===== src/rtl/morse_tx_sequencer.sv =====
// -----------------------------------------------------------------------------
// morse_tx_sequencer
//   Plays a stored message of Morse characters on a buzzer. Each character slot
//   holds a symbol count and a dot/dash pattern. The block sequences marks and
//   gaps with standard unit ratios:
//     dot 1, dash 3, intra-char gap 1, inter-char gap 3, word gap 7.
//   The unit length is U = UNIT_BASE << unit_sel clock cycles.
//
// Ports
//   clk       system clock
//   rst       synchronous, active-low reset
//   start     begin playback (sampled only while idle)
//   abort     stop playback at the next edge, without a done pulse
//   msg_len   characters to play; values above MAX_CHARS clamp to MAX_CHARS
//   char_bus  slot i = [8i+7:8i]: [7:5] symbol count, [4:0] pattern,
//             bit0 played first, 1 = dash, symbol count 0 = word space
//   unit_sel  unit length select
//   tone      buzzer enable, high only during a mark
//   busy      high whenever the sequencer is not idle
//   done      one-cycle pulse on normal completion
//   char_idx  index of the character being played (0 when idle)
// -----------------------------------------------------------------------------
module morse_tx_sequencer #(
  parameter int unsigned UNIT_BASE = 5_000_000,
  parameter int unsigned MAX_CHARS = 8
) (
  input  logic                   clk,
  input  logic                   rst,
  input  logic                   start,
  input  logic                   abort,
  input  logic [3:0]             msg_len,
  input  logic [8*MAX_CHARS-1:0] char_bus,
  input  logic [1:0]             unit_sel,
  output logic                   tone,
  output logic                   busy,
  output logic                   done,
  output logic [3:0]             char_idx
);

  typedef enum logic [2:0] {
    S_IDLE,
    S_LOAD,
    S_MARK,
    S_GAP_SYM,
    S_GAP_CHAR,
    S_DONE
  } state_t;

  localparam logic [3:0] MAX_LEN = 4'(MAX_CHARS);

  state_t      state_q, state_d;
  logic [31:0] cnt_q, cnt_d;          // cycles spent in the current state
  logic [31:0] lim_q, lim_d;          // last count value of the current state
  logic [31:0] unit_q, unit_d;        // latched unit length U
  logic [3:0]  char_idx_q, char_idx_d;
  logic [3:0]  len_q, len_d;
  logic [2:0]  sym_cnt_q, sym_cnt_d;
  logic [2:0]  sym_idx_q, sym_idx_d;
  logic [4:0]  pat_q, pat_d;
  logic        tone_q, tone_d;
  logic        busy_q, busy_d;
  logic        done_q, done_d;

  logic [7:0]  slots_q [MAX_CHARS];
  logic        load_slots;
  logic [7:0]  cur_slot;
  logic [2:0]  cur_sym_cnt;
  logic [4:0]  next_pat;
  logic        expired;
  logic        more_sym;
  logic        more_chr;

  // Last counter value for a span of 'units' unit lengths. With 'early' set
  // the span ends one cycle sooner: the following 1-cycle LOAD is silent too,
  // so it supplies the final cycle of the gap and audible spacing stays an
  // exact multiple of U.
  function automatic logic [31:0] span(input logic [2:0] units,
                                       input logic [31:0] u,
                                       input logic early);
    span = 32'(units) * u - 32'd1 - {31'd0, early};
  endfunction

  function automatic logic [2:0] mark_units(input logic is_dash);
    mark_units = is_dash ? 3'd3 : 3'd1;
  endfunction

  // Local copy of the message, captured when playback starts.
  // NOTE: the slot copy is pure datapath storage that is always written
  // before it is read, so it is deliberately left out of the reset.
  always_ff @(posedge clk) begin
    if (load_slots) begin
      for (int i = 0; i < int'(MAX_CHARS); i++) begin
        slots_q[i] <= char_bus[8*i +: 8];
      end
    end
  end

  always_comb begin
    cur_slot = 8'd0;
    for (int i = 0; i < int'(MAX_CHARS); i++) begin
      if (char_idx_q == 4'(i)) cur_slot = slots_q[i];
    end
  end

  assign cur_sym_cnt = (cur_slot[7:5] > 3'd5) ? 3'd5 : cur_slot[7:5];
  assign expired     = (cnt_q == lim_q);
  assign more_sym    = ({1'b0, sym_idx_q} + 4'd1) < {1'b0, sym_cnt_q};
  assign more_chr    = ({1'b0, char_idx_q} + 5'd1) < {1'b0, len_q};
  assign next_pat    = pat_q >> (sym_idx_q + 3'd1);

  always_comb begin
    // NOTE: every signal assigned here gets a default first, with blocking
    // assignments, so no path can leave a value unassigned and infer a latch.
    state_d    = state_q;
    cnt_d      = cnt_q + 32'd1;
    lim_d      = lim_q;
    unit_d     = unit_q;
    char_idx_d = char_idx_q;
    len_d      = len_q;
    sym_cnt_d  = sym_cnt_q;
    sym_idx_d  = sym_idx_q;
    pat_d      = pat_q;
    load_slots = 1'b0;

    unique case (state_q)
      S_IDLE: begin
        char_idx_d = 4'd0;
        if (start && !abort) begin
          load_slots = 1'b1;
          len_d      = (msg_len > MAX_LEN) ? MAX_LEN : msg_len;
          unit_d     = 32'(UNIT_BASE) << unit_sel;
          state_d    = (len_d != 4'd0) ? S_LOAD : S_DONE;
        end
      end

      S_LOAD: begin
        pat_d     = cur_slot[4:0];
        sym_cnt_d = cur_sym_cnt;
        sym_idx_d = 3'd0;
        if (cur_sym_cnt == 3'd0) begin
          // Word space: silence only, early finish if another LOAD follows.
          state_d = S_GAP_CHAR;
          lim_d   = span(3'd7, unit_q, more_chr);
        end else begin
          state_d = S_MARK;
          lim_d   = span(mark_units(cur_slot[0]), unit_q, 1'b0);
        end
      end

      S_MARK: begin
        if (expired) begin
          if (more_sym) begin
            state_d = S_GAP_SYM;
            lim_d   = span(3'd1, unit_q, 1'b0);
          end else if (more_chr) begin
            state_d = S_GAP_CHAR;
            lim_d   = span(3'd3, unit_q, 1'b1);
          end else begin
            state_d = S_DONE;
          end
        end
      end

      S_GAP_SYM: begin
        if (expired) begin
          sym_idx_d = sym_idx_q + 3'd1;
          state_d   = S_MARK;
          lim_d     = span(mark_units(next_pat[0]), unit_q, 1'b0);
        end
      end

      S_GAP_CHAR: begin
        if (expired) begin
          char_idx_d = char_idx_q + 4'd1;
          state_d    = more_chr ? S_LOAD : S_DONE;
        end
      end

      S_DONE: begin
        char_idx_d = 4'd0;
        state_d    = S_IDLE;
      end

      default: begin
        char_idx_d = 4'd0;
        state_d    = S_IDLE;
      end
    endcase

    if (abort && (state_q != S_IDLE)) begin
      state_d    = S_IDLE;
      char_idx_d = 4'd0;
    end

    // The duration counter restarts from zero on every state entry.
    if ((state_d != state_q) || (state_q == S_IDLE)) cnt_d = 32'd0;

    tone_d = (state_d == S_MARK);
    busy_d = (state_d != S_IDLE);
    done_d = (state_d == S_DONE);
  end

  // NOTE: state registers use non-blocking assignments so every flop samples
  // the values computed before the edge, independent of process order.
  always_ff @(posedge clk) begin
    if (!rst) begin
      state_q    <= S_IDLE;
      cnt_q      <= 32'd0;
      lim_q      <= 32'd0;
      unit_q     <= 32'd0;
      char_idx_q <= 4'd0;
      len_q      <= 4'd0;
      sym_cnt_q  <= 3'd0;
      sym_idx_q  <= 3'd0;
      pat_q      <= 5'd0;
      tone_q     <= 1'b0;
      busy_q     <= 1'b0;
      done_q     <= 1'b0;
    end else begin
      state_q    <= state_d;
      cnt_q      <= cnt_d;
      lim_q      <= lim_d;
      unit_q     <= unit_d;
      char_idx_q <= char_idx_d;
      len_q      <= len_d;
      sym_cnt_q  <= sym_cnt_d;
      sym_idx_q  <= sym_idx_d;
      pat_q      <= pat_d;
      tone_q     <= tone_d;
      busy_q     <= busy_d;
      done_q     <= done_d;
    end
  end

  assign tone     = tone_q;
  assign busy     = busy_q;
  assign done     = done_q;
  assign char_idx = char_idx_q;

endmodule


===== config.mk =====
export PLATFORM = sky130hd
export DESIGN_NAME = morse_tx_sequencer
export DESIGN_NICKNAME = d
export VERILOG_FILES = /design/src/rtl/morse_tx_sequencer.sv
export SDC_FILE = /design/constraint.sdc
export NUM_CORES = 1
export LEC_CHECK = 0
export CORE_ASPECT_RATIO = 0.5
export CORE_MARGIN = 4
export CORE_UTILIZATION = 35
export CTS_CLUSTER_DIAMETER = 60
export DETAILED_ROUTE_END_ITERATION = 16
export RECOVER_POWER = 25
export SYNTH_ARGS = -nofsm -noshare
export SYNTH_HDL_FRONTEND = slang
export SYNTH_SLANG_ARGS = --single-unit

===== constraint.sdc =====
create_clock -name clk -period 10.8 [get_ports clk]
set_input_delay 1.08 -clock clk [delete_from_list [all_inputs] [get_ports clk]]
set_output_delay 1.08 -clock clk [all_outputs]
set_load 0.05 [all_outputs]

==> metrics.csv, run 1 <==
stage,metric,value,unit
floorplan,die_w,285,um
placement,hpwl,34200,um
global_routing,grt_max_degree,82,
sta,fmax,0.195,GHz
routing,route.antenna.remaining_nets,0,
clock_tree,clk_path_buf_depth,2,
synth,netlist_area,13500,um2
routing,drtIter0Drc,1115,
routing,drc,0,
layout,final_util,40.9,%
placement,place_congestion,0.996,
power,leakagePower,6.18,nW
floorplan,die_area,41800,um2
setup_path,reg2regPathDepth,17,
floorplan,start_util,35.7,%
placement,portBuffers,80,
floorplan,placementRows,50,
synth,syn_inst,1606,
global_routing,grt_pass1_wl,68500,um
setup_path,cp.required,11.16,ns
synth,yosys.cell_types.count,88,
global_routing,antenna_found_initial,0,
synth,synth_warnings,0,
power,ir_drop,0.000137,V
floorplan,coreArea,37700,um2
layout,drive_gt1_share,4.90,%
sta,skew,0.0110,ns
sta,maxSlewHeadroom,27.2,%
clock_tree,cts_sinks,161,
routing,vias_per_cell,5.59,
synth,synth-main-ff-cell,dfxtp_1,
sta,tightest_slew,1.08,ns
layout,layout.nets,1898,
global_routing,overflow,0,
synth,async_reset_ff_share,0,%
setup_path,start_kind,register,
synth,yosysTopAreaCell,dfxtp_1,
routing,drt-total-wl,44500,um
synth,synth_most_common_cell,inv_1,
min_path,hp-class,register to register,
layout,diodes,0,
sta,period_needed,5.12,ns
setup_path,path_class,register to register,
min_path,hold_depth,2,
clock_tree,cts_tree,done,
setup_path,cp_max_fo,18,
clock_tree,postCtsSetupBuffers,0,
setup_path,crit_arrival,5.48,ns
synth,ys_ff_latch,161,
sta,fin_ws,5.68,ns
synth,syn_nets,1843,
clock_tree,cts_buffers,17,
placement,place_worst_setup_slack,5.73,ns
global_routing,grt_pass1_vias,11605,
sta,setup_violations,0,
status,outcome,"finished, final reports clean",
clock_tree,clk_pin_slew,0.08,ns
flow_run,maxCapViolCount,0,
sta,grt_setup_unrepaired,no,
synth,synth_area_per_cell,8.38,um2
routing,vias,12260,
synth,synthTopCellsByCount,"149 x inv_1, 144 x ha_1, 136 x nand2_1, 130 x a21oi_1, 121 x nor2_1",
sta,finalCritPeriodShare,47.4,%
clock_tree,clockRootBuffer,clkbuf_16,
clock_tree,postCtsHoldBufs,0,
routing,drtPass1Iterations,7,
synth,ys_seq_area_share,28.7,%
power,power_density,151,nW/um2
synth,synthTopCellsByArea,"dfxtp_1 14%, edfxtp_1 14%, ha_1 13%",
setup_path,worstSetupEndpointType,register,
synth,synth.top_cell.area_share,14.4,%
sta,hold_violations,0,
floorplan,io_pins,81,
floorplan,die_y,147,um
routing,wl_per_cell,20.3,um
clock_tree,htree_levels,4,
sta,drv_slew,0,
global_routing,track_usage,21.1,%
clock_tree,cts_resized,0,
synth,synth-edff-count,64,
layout,area.growth.synth_to_final,14.3,%
clock_tree,insertion_delay,0.47,ns
sta,setup_tns,0,ns
setup_path,r2r_slack,5.68,ns
[layout make-up]
type | count | area (um2)
timing repair buffer | 99 | 943
sequential | 161 | 3860
clock buffer | 17 | 425
fill | 3885 | 22300
inverter | 151 | 567
tap | 520 | 651
clock inverter | 15 | 200
multi-input combinational | 1231 | 8740
[worst max-delay path, stage by stage, from the launching register on]
cell,delay [ns]
dfxtp_1,0.38
inv_1,0.15
ha_1,0.59
or2_1,0.35
a221oi_1,0.10
o22ai_1,0.20
buf_4,0.26
nand2_1,0.18
ha_1,0.36
inv_1,0.04
ha_1,0.24
or3_1,0.33
nor4_1,0.62
o31ai_1,0.26
a21boi_1,0.22
xnor2_1,0.15
a221o_1,0.37
o221a_1,0.20
[per-layer routing]
layer	routed length (um)	global-route usage, %	vias up
met3	3720	5.24	82
li1	-	-	5902
met1	19900	28.2	5743
met4	1480	8.32	0
met2	19300	32.7	533
met5	0	0	-
[power by group]
| group | internal, mW | switching, mW |
|---|---|---|
| Combinational | 0.386 | 0.608 |
| Sequential | 0.669 | 0.0273 |
| Clock | 0.317 | 0.319 |
| Total | 1.37 | 0.954 |
[registers in the layout (all words and copies together), names as in the netlist]
signal	count
sym_idx_q	3
char_idx	4
len_q	4
lim_q	28
state_q	3
busy	1
sym_cnt_q	3
cnt_q	32
pat_q	5
unit_q	12
tone	1
slots_q	64
done	1
[path summary, 6_finish.rpt]
kind,startpoint,endpoint
worst max-delay path,char_idx[0],lim_q[20]
worst min register to register,len_q[1],len_q[1]
worst max register to register,char_idx[0],lim_q[20]
worst min-delay path,len_q[1],len_q[1]
[kinds of logic (layout without fill, tap and decap cells)]
logic type | Yosys count | in the layout | share of synthesized area [%]
AND/OR/NAND/NOR | 460 | 460 | 16.5
flip-flops | 161 | 161 | 28.7
XOR/XNOR | 133 | 133 | 8.65
AO/OA/AOI/OAI | 457 | 457 | 22.0
multiplexers | 18 | 18 | 1.47
adder cells (fa/ha/maj) | 163 | 163 | 16.2
buffers and inverters | 214 | 282 | 6.45
[cell usage in the layout, fill, tap and decap left out, types with 5 or more instances in the layout]
master / instances
nand3b_1: 10
nand3_1: 42
nor4_1: 15
nand2b_1: 10
nor2b_1: 10
a32oi_1: 6
edfxtp_1: 64
nor2_1: 121
o21a_1: 15
and3_1: 20
clkbuf_16: 17
nor3_1: 23
a21o_1: 19
ha_1: 144
mux2i_1: 13
a31oi_1: 19
nand4_1: 29
clkdlybuf4s50_1: 22
o21bai_1: 16
xor2_1: 42
o211a_1: 5
a22oi_1: 13
dlygate4sd3_1: 58
xnor2_1: 91
o221ai_1: 6
nand2_1: 136
o21ai_0: 106
a211oi_1: 23
a21oi_1: 130
clkinv_8: 7
o211ai_1: 19
and2_1: 11
fa_1: 19
or3_1: 7
dfxtp_1: 97
o22ai_1: 13
buf_4: 19
o31ai_1: 9
inv_1: 149
[through the flow]
stage	std cells	cell area (um2)	power, mW	hold WS, ns
5_1_grt	2194	15400	2.46	0.479
6_report	2194	15400	2.33	0.454
4_1_cts	2194	15400	2.31	0.458
3_5_place_dp	2162	14800	1.67	0.448
3_3_place_gp	2162	14800	1.68	0.447
2_1_floorplan	1606	13500	1.39	0.432
(Power assumes the default switching activity.)
==> run 2: changes to the inputs <==
==> constraint.sdc (replaced) <==
create_clock -name clk -period 5.2 [get_ports clk]
set_input_delay 0.52 -clock clk [delete_from_list [all_inputs] [get_ports clk]]
set_output_delay 0.52 -clock clk [all_outputs]
set_load 0.05 [all_outputs]
==> run 2 against run 1 <==
- sequential power grew 110%
- setup slack lost 5.3 ns
- clock power increased by 100%
- via count is 0.31% higher
- hold slack improved by 0.0058 ns
- cell area up 0.93%
- power grew 110%
- largest cell class unchanged
==> metrics.csv, run 2 (synthesis gave the netlist of run 1 again) <==
stage,metric,value,unit
placement,place_congestion,1.02,
global_routing,overflow,0,
floorplan,coreArea,37700,um2
status,outcome,"finished, final reports clean",
layout,reg_top3,"slots_q: 64 flops, cnt_q: 32 flops, lim_q: 28 flops",
routing,drc,0,
power,p_sw,1.95,mW
global_routing,grt_max_degree,72,
sta,hold_violations,0,
global_routing,grt_pass1_vias,11852,
setup_path,cp_max_fo,13,
floorplan,die_y,147,um
setup_path,cp_slowest_cell,mux4_2,
setup_path,worst-path-buf-inv,1,
layout,area.growth.synth_to_final,15.4,%
min_path,hp-class,register to register,
routing,wl_per_cell,19.7,um
placement,placed_cells,2185,
layout,mostFrequentLayoutCell,inv_1,
clock_tree,cts_resized,0,
setup_path,endpoint,lim_q[27],
routing,vias,12298,
power,p_comb_share,43.3,%
setup_path,reg2regPathDepth,16,
clock_tree,cts_buffers,17,
layout,drive_gt1_share,6.13,%
clock_tree,clockRootBuffer,clkbuf_16,
layout,layout.nets,1921,
power,power_density,309,nW/um2
floorplan,placementRows,50,
setup_path,critical_path_depth,16,
setup_path,r2r_slack,0.41,ns
placement,portBuffers,80,
floorplan,die_area,41800,um2
setup_path,r2r-start,sym_idx_q[0],
placement,hpwl,34000,um
layout,fin_cells,2217,
setup_path,path_class,register to register,
min_path,worstHoldStart,len_q[2],
clock_tree,cts_sinks,161,
setup_path,timing.rr.end,lim_q[27],
setup_path,startpoint,sym_idx_q[0],
sta,tightest_slew,1.11,ns
flow_run,maxCapViolCount,0,
layout,regMostFlops,slots_q,
routing,drtPass1Iterations,6,
power,p_clk_share,26.7,%
routing,vias_per_cell,5.55,
routing,drt-total-wl,43600,um
clock_tree,cts_tree,done,
setup_path,start_kind,register,
power,p_int,2.86,mW
setup_path,cpLargestDelayFamily,compound AO/OA/AOI/OAI gates,
sta,fmax,0.209,GHz
sta,maxSlewHeadroom,25.8,%
setup_path,slowest_delay,0.50,ns
layout,final_cell_mix,"149 x inv_1, 144 x ha_1, 136 x nand2_1",
global_routing,antenna_found_initial,0,
floorplan,io_pins,81,
setup_path,path_cells,ha_1 -> mux4_2 -> mux2_2 -> nand2_1 -> ha_1 -> inv_1 -> ha_1 -> fa_1 -> a211oi_1 -> o21ai_0 -> a31oi_1 -> o21ai_0 -> o41ai_2 -> o21ai_0 -> a211oi_1 -> a31oi_1,
power,ir_drop,0.000283,V
sta,grt_setup_unrepaired,no,
sta,drv_slew,0,
sta,hold-worst-slack,0.460,ns
clock_tree,postCtsHoldBufs,0,
power,leakagePower,6.29,nW
layout,largest_register_ffs,64,
power,seqPwrFrac,30.0,%
global_routing,track_usage,20.5,%
layout,diodes,0,
routing,drtIter0Drc,1503,
clock_tree,htree_levels,4,
min_path,hold_depth,2,
sta,setup_tns,0,ns
power,switching_share,40.5,%
layout,final_util,41.2,%
setup_path,cp.required,5.54,ns
clock_tree,insertion_delay,0.46,ns
sta,finalCritPeriodShare,92.1,%
floorplan,start_util,35.7,%
clock_tree,clk_path_buf_depth,2,
clock_tree,postCtsSetupBuffers,0,
global_routing,grt_pass1_wl,67600,um
routing,route.antenna.remaining_nets,0,
sta,skew,0.0161,ns
setup_path,crit_arrival,5.13,ns
clock_tree,clk_pin_slew,0.08,ns
sta,setup_violations,0,
sta,period_needed,4.79,ns
setup_path,worstSetupEndpointType,register,
floorplan,die_w,285,um
==> run 2: cell types whose count changed in the layout (fill, tap and decap cells not counted) <==
cell	delta
buf_4	+23
clkinv_4	+2
clkinv_8	-4
inv_12	-1
inv_6	-2
inv_8	+5
o21ai_1	+1
o21ai_2	-1
==> run 2: cell type report <==
type	instances	area [um2]
clock inverters	15	175
well taps	520	651
multi-input cells	1231	8730
repair buffers	122	1120
inverters	151	567
flip-flops and latches	161	3860
fillers	3855	22100
clock buffers	17	425
==> run 2: how the worst min path moves through the flow <==
stage | to | slack [ns]
after floorplan | len_q[1] | 0.43
after global placement | len_q[2] | 0.44
after detailed placement | len_q[2] | 0.45
after CTS | len_q[2] | 0.46
after global routing | len_q[3] | 0.50
final | len_q[2] | 0.46
==> run 2: through the flow <==
stage          total power, mW  instance area, um2  setup WS [ns]
3_5_place_dp              3.49               14900          0.411
4_1_cts                   4.79               15500          0.409
2_1_floorplan             2.89               13500          0.617
5_1_grt                   5.07               15500         0.0464
3_3_place_gp              3.50               14900          0.495
6_report                  4.81               15500          0.411
==> run 2: power by group through the flow <==
stage / Combinational [mW] / Clock, mW / Sequential, mW
floorplan: 1.43 / 0 / 1.46
detailed placement: 2.02 / 0 / 1.47
global placement: 2.03 / 0 / 1.47
global route: 2.26 / 1.37 / 1.45
CTS: 2.04 / 1.32 / 1.44
finish: 2.08 / 1.28 / 1.44
==> run 2: worst reg2reg max path, cell delays in order (launching register included) <==
cell      delay [ns]
dfxtp_1         0.37
ha_1            0.38
mux4_2          0.51
mux2_2          0.45
nand2_1         0.17
ha_1            0.13
inv_1           0.04
ha_1            0.21
fa_1            0.43
a211oi_1        0.37
o21ai_0         0.19
a31oi_1         0.25
o21ai_0         0.23
o41ai_2         0.46
o21ai_0         0.15
a211oi_1        0.24
a31oi_1         0.11
==> run 2: per-layer routing <==
layer	up-vias	global-route usage [%]	share of wire, %
li1	5935	-	-
met1	5829	27.8	45
met2	461	33.0	45
met3	73	4.56	7.7
met4	0	6.00	2.6
met5	-	0	0
==> run 3: changes to the inputs <==
--- a/config.mk
+++ b/config.mk
@@ -7,9 +7,11 @@
 export LEC_CHECK = 0
 export CORE_ASPECT_RATIO = 0.5
 export CORE_MARGIN = 4
-export CORE_UTILIZATION = 35
+export CORE_UTILIZATION = 62
 export CTS_CLUSTER_DIAMETER = 60
 export DETAILED_ROUTE_END_ITERATION = 16
+export HOLD_SLACK_MARGIN = 0.1
+export PLACE_DENSITY = 0.83
 export RECOVER_POWER = 25
 export SYNTH_ARGS = -nofsm -noshare
 export SYNTH_HDL_FRONTEND = slang
==> run 3 against run 2 <==
- die area shrank 42%
- combinational power is essentially flat
- largest cell class unchanged
- cell area is 2.0% lower
- routed wire length rose by 5.7%
- sequential power is essentially flat
- final cell count fell by 10%
- critical endpoint unchanged
==> metrics.csv, run 3 (synthesis gave the netlist of run 1 again) <==
stage,metric,value,unit
status,outcome,"finished, final reports clean",
clock_tree,htree_levels,4,
floorplan,die_area,24300,um2
setup_path,crit_arrival,5.25,ns
sta,period_needed,4.90,ns
layout,area.growth.synth_to_final,13.1,%
setup_path,cp.required,5.55,ns
sta,finalCritPeriodShare,94.2,%
clock_tree,clk_pin_slew,0.08,ns
setup_path,startpoint,sym_idx_q[0],
global_routing,overflow,0,
clock_tree,clockRootBuffer,clkbuf_16,
clock_tree,postCtsHoldBufs,0,
clock_tree,insertion_delay,0.47,ns
floorplan,placementRows,37,
floorplan,coreArea,20900,um2
global_routing,grt_pass1_wl,70100,um
global_routing,grt_pass1_vias,12774,
global_routing,use_met1,46.8,%
placement,portBuffers,80,
clock_tree,clk_path_buf_depth,2,
clock_tree,cts_sinks,161,
layout,largest_register_ffs,64,
sta,setup_tns,0,ns
sta,skew,0.0241,ns
global_routing,top_usage_layer,met2,
placement,hpwl,35000,um
min_path,worstHoldStart,len_q[3],
global_routing,met3_usage,12.5,%
layout,drive_gt1_share,6.07,%
routing,vias_per_cell,6.72,
global_routing,antenna_found_initial,1,
clock_tree,postCtsSetupBuffers,0,
floorplan,die_y,112,um
layout,layout.nets,1921,
clock_tree,cts_buffers,17,
clock_tree,cts_tree,done,
routing,drt-total-wl,46100,um
setup_path,worst-path-buf-inv,1,
setup_path,path_class,register to register,
sta,tightest_slew,1.29,ns
global_routing,grt_max_degree,82,
sta,grt_setup_unrepaired,no,
setup_path,cp_slowest_cell,mux4_2,
routing,wl_per_cell,23.2,um
power,ir_drop,0.000295,V
clock_tree,cts_resized,0,
layout,seq_area,3860,um2
placement,place_congestion,1.07,
global_routing,grt.met2_usage,58.0,%
sta,drv_slew,0,
setup_path,start_kind,register,
sta,fin_ws,0.302,ns
floorplan,start_util,64.3,%
setup_path,cp_max_fo,13,
sta,setup_violations,0,
layout,multi_input_area,8730,um2
power,leakagePower,6.28,nW
sta,fmax,0.204,GHz
setup_path,cpLargestDelayFamily,compound AO/OA/AOI/OAI gates,
floorplan,io_pins,81,
placement,place_worst_setup_slack,0.431,ns
routing,vias,13371,
routing,drtIter0Drc,1898,
routing,drtPass1Iterations,7,
routing,drc,0,
layout,final_cell_mix,"149 x inv_1, 144 x ha_1, 136 x nand2_1",
layout,fillers,1507,
sta,hold_violations,0,
setup_path,worstSetupEndpointType,register,
floorplan,die_w,216,um
power,power_density,316,nW/um2
layout,regMostFlops,slots_q,
min_path,hp-class,register to register,
sta,maxSlewHeadroom,14.0,%
global_routing,track_usage,37.1,%
setup_path,path_cells,ha_1 -> mux4_2 -> mux2_2 -> nand2_1 -> ha_1 -> inv_1 -> ha_1 -> fa_1 -> a211oi_1 -> o21ai_0 -> a31oi_1 -> o21ai_0 -> o41ai_2 -> o21ai_0 -> a211oi_1 -> a31oi_1,
routing,route.antenna.remaining_nets,0,
layout,reg_top3,"slots_q: 64 flops, cnt_q: 32 flops, lim_q: 28 flops",
flow_run,maxCapViolCount,0,
setup_path,slowest_delay,0.51,ns
setup_path,r2r-start,sym_idx_q[0],
layout,mostFrequentLayoutCell,inv_1,
[run 3: path summary, 6_finish.rpt]
| path | endpoint | slack (ns) | cells past startpoint |
|---|---|---|---|
| min reg2reg | len_q[3] | 0.47 | 2 |
| max | lim_q[27] | 0.30 | 16 |
| min | len_q[3] | 0.47 | 2 |
| max reg2reg | lim_q[27] | 0.30 | 16 |
[run 3: area by class of cell]
| type | instances | share of cell area, % |
|---|---|---|
| multi-input cells | 1231 | 57.4 |
| clock buffers | 18 | 2.88 |
| flip-flops and latches | 161 | 25.4 |
| clock inverters | 14 | 0.896 |
| inverters | 151 | 3.72 |
| diodes | 1 | 0.0164 |
| well taps | 292 | 2.40 |
| repair buffers | 122 | 7.33 |
[run 3: metal layers]
| layer | vias to the layer above | share of wire, % |
|---|---|---|
| li1 | 5945 | - |
| met4 | 0 | 5.0 |
| met5 | - | 0 |
| met1 | 6194 | 39 |
| met2 | 1000 | 43 |
| met3 | 232 | 14 |
[run 3: through the flow]
| step | instances | cell area, um2 | utilization, % | hold WS [ns] | total power, mW |
|---|---|---|---|---|---|
| final | 1990 | 15200 | 72.8 | 0.466 | 4.81 |
| after floorplan | 1606 | 13500 | - | 0.432 | 2.89 |
| after global placement | 1957 | 14600 | 70.0 | 0.442 | 3.45 |
| after CTS | 1989 | 15200 | 72.7 | 0.462 | 4.72 |
| after detailed placement | 1957 | 14600 | 70.0 | 0.453 | 3.48 |
| after global routing | 1990 | 15200 | 72.8 | 0.487 | 5.01 |
[run 3: tightest hold or removal path, cell delays in order, from the launching register on]
cell,delay [ns]
dfxtp_1,0.32
nand2_1,0.05
a21oi_1,0.05
[run 3: report_power, final]
part           switching [mW]  total [mW]  leakage, nW  internal (mW)
logic                    1.27        2.10         4.61          0.826
registers              0.0614        1.45         1.38           1.39
clock network           0.609        1.26        0.281          0.647
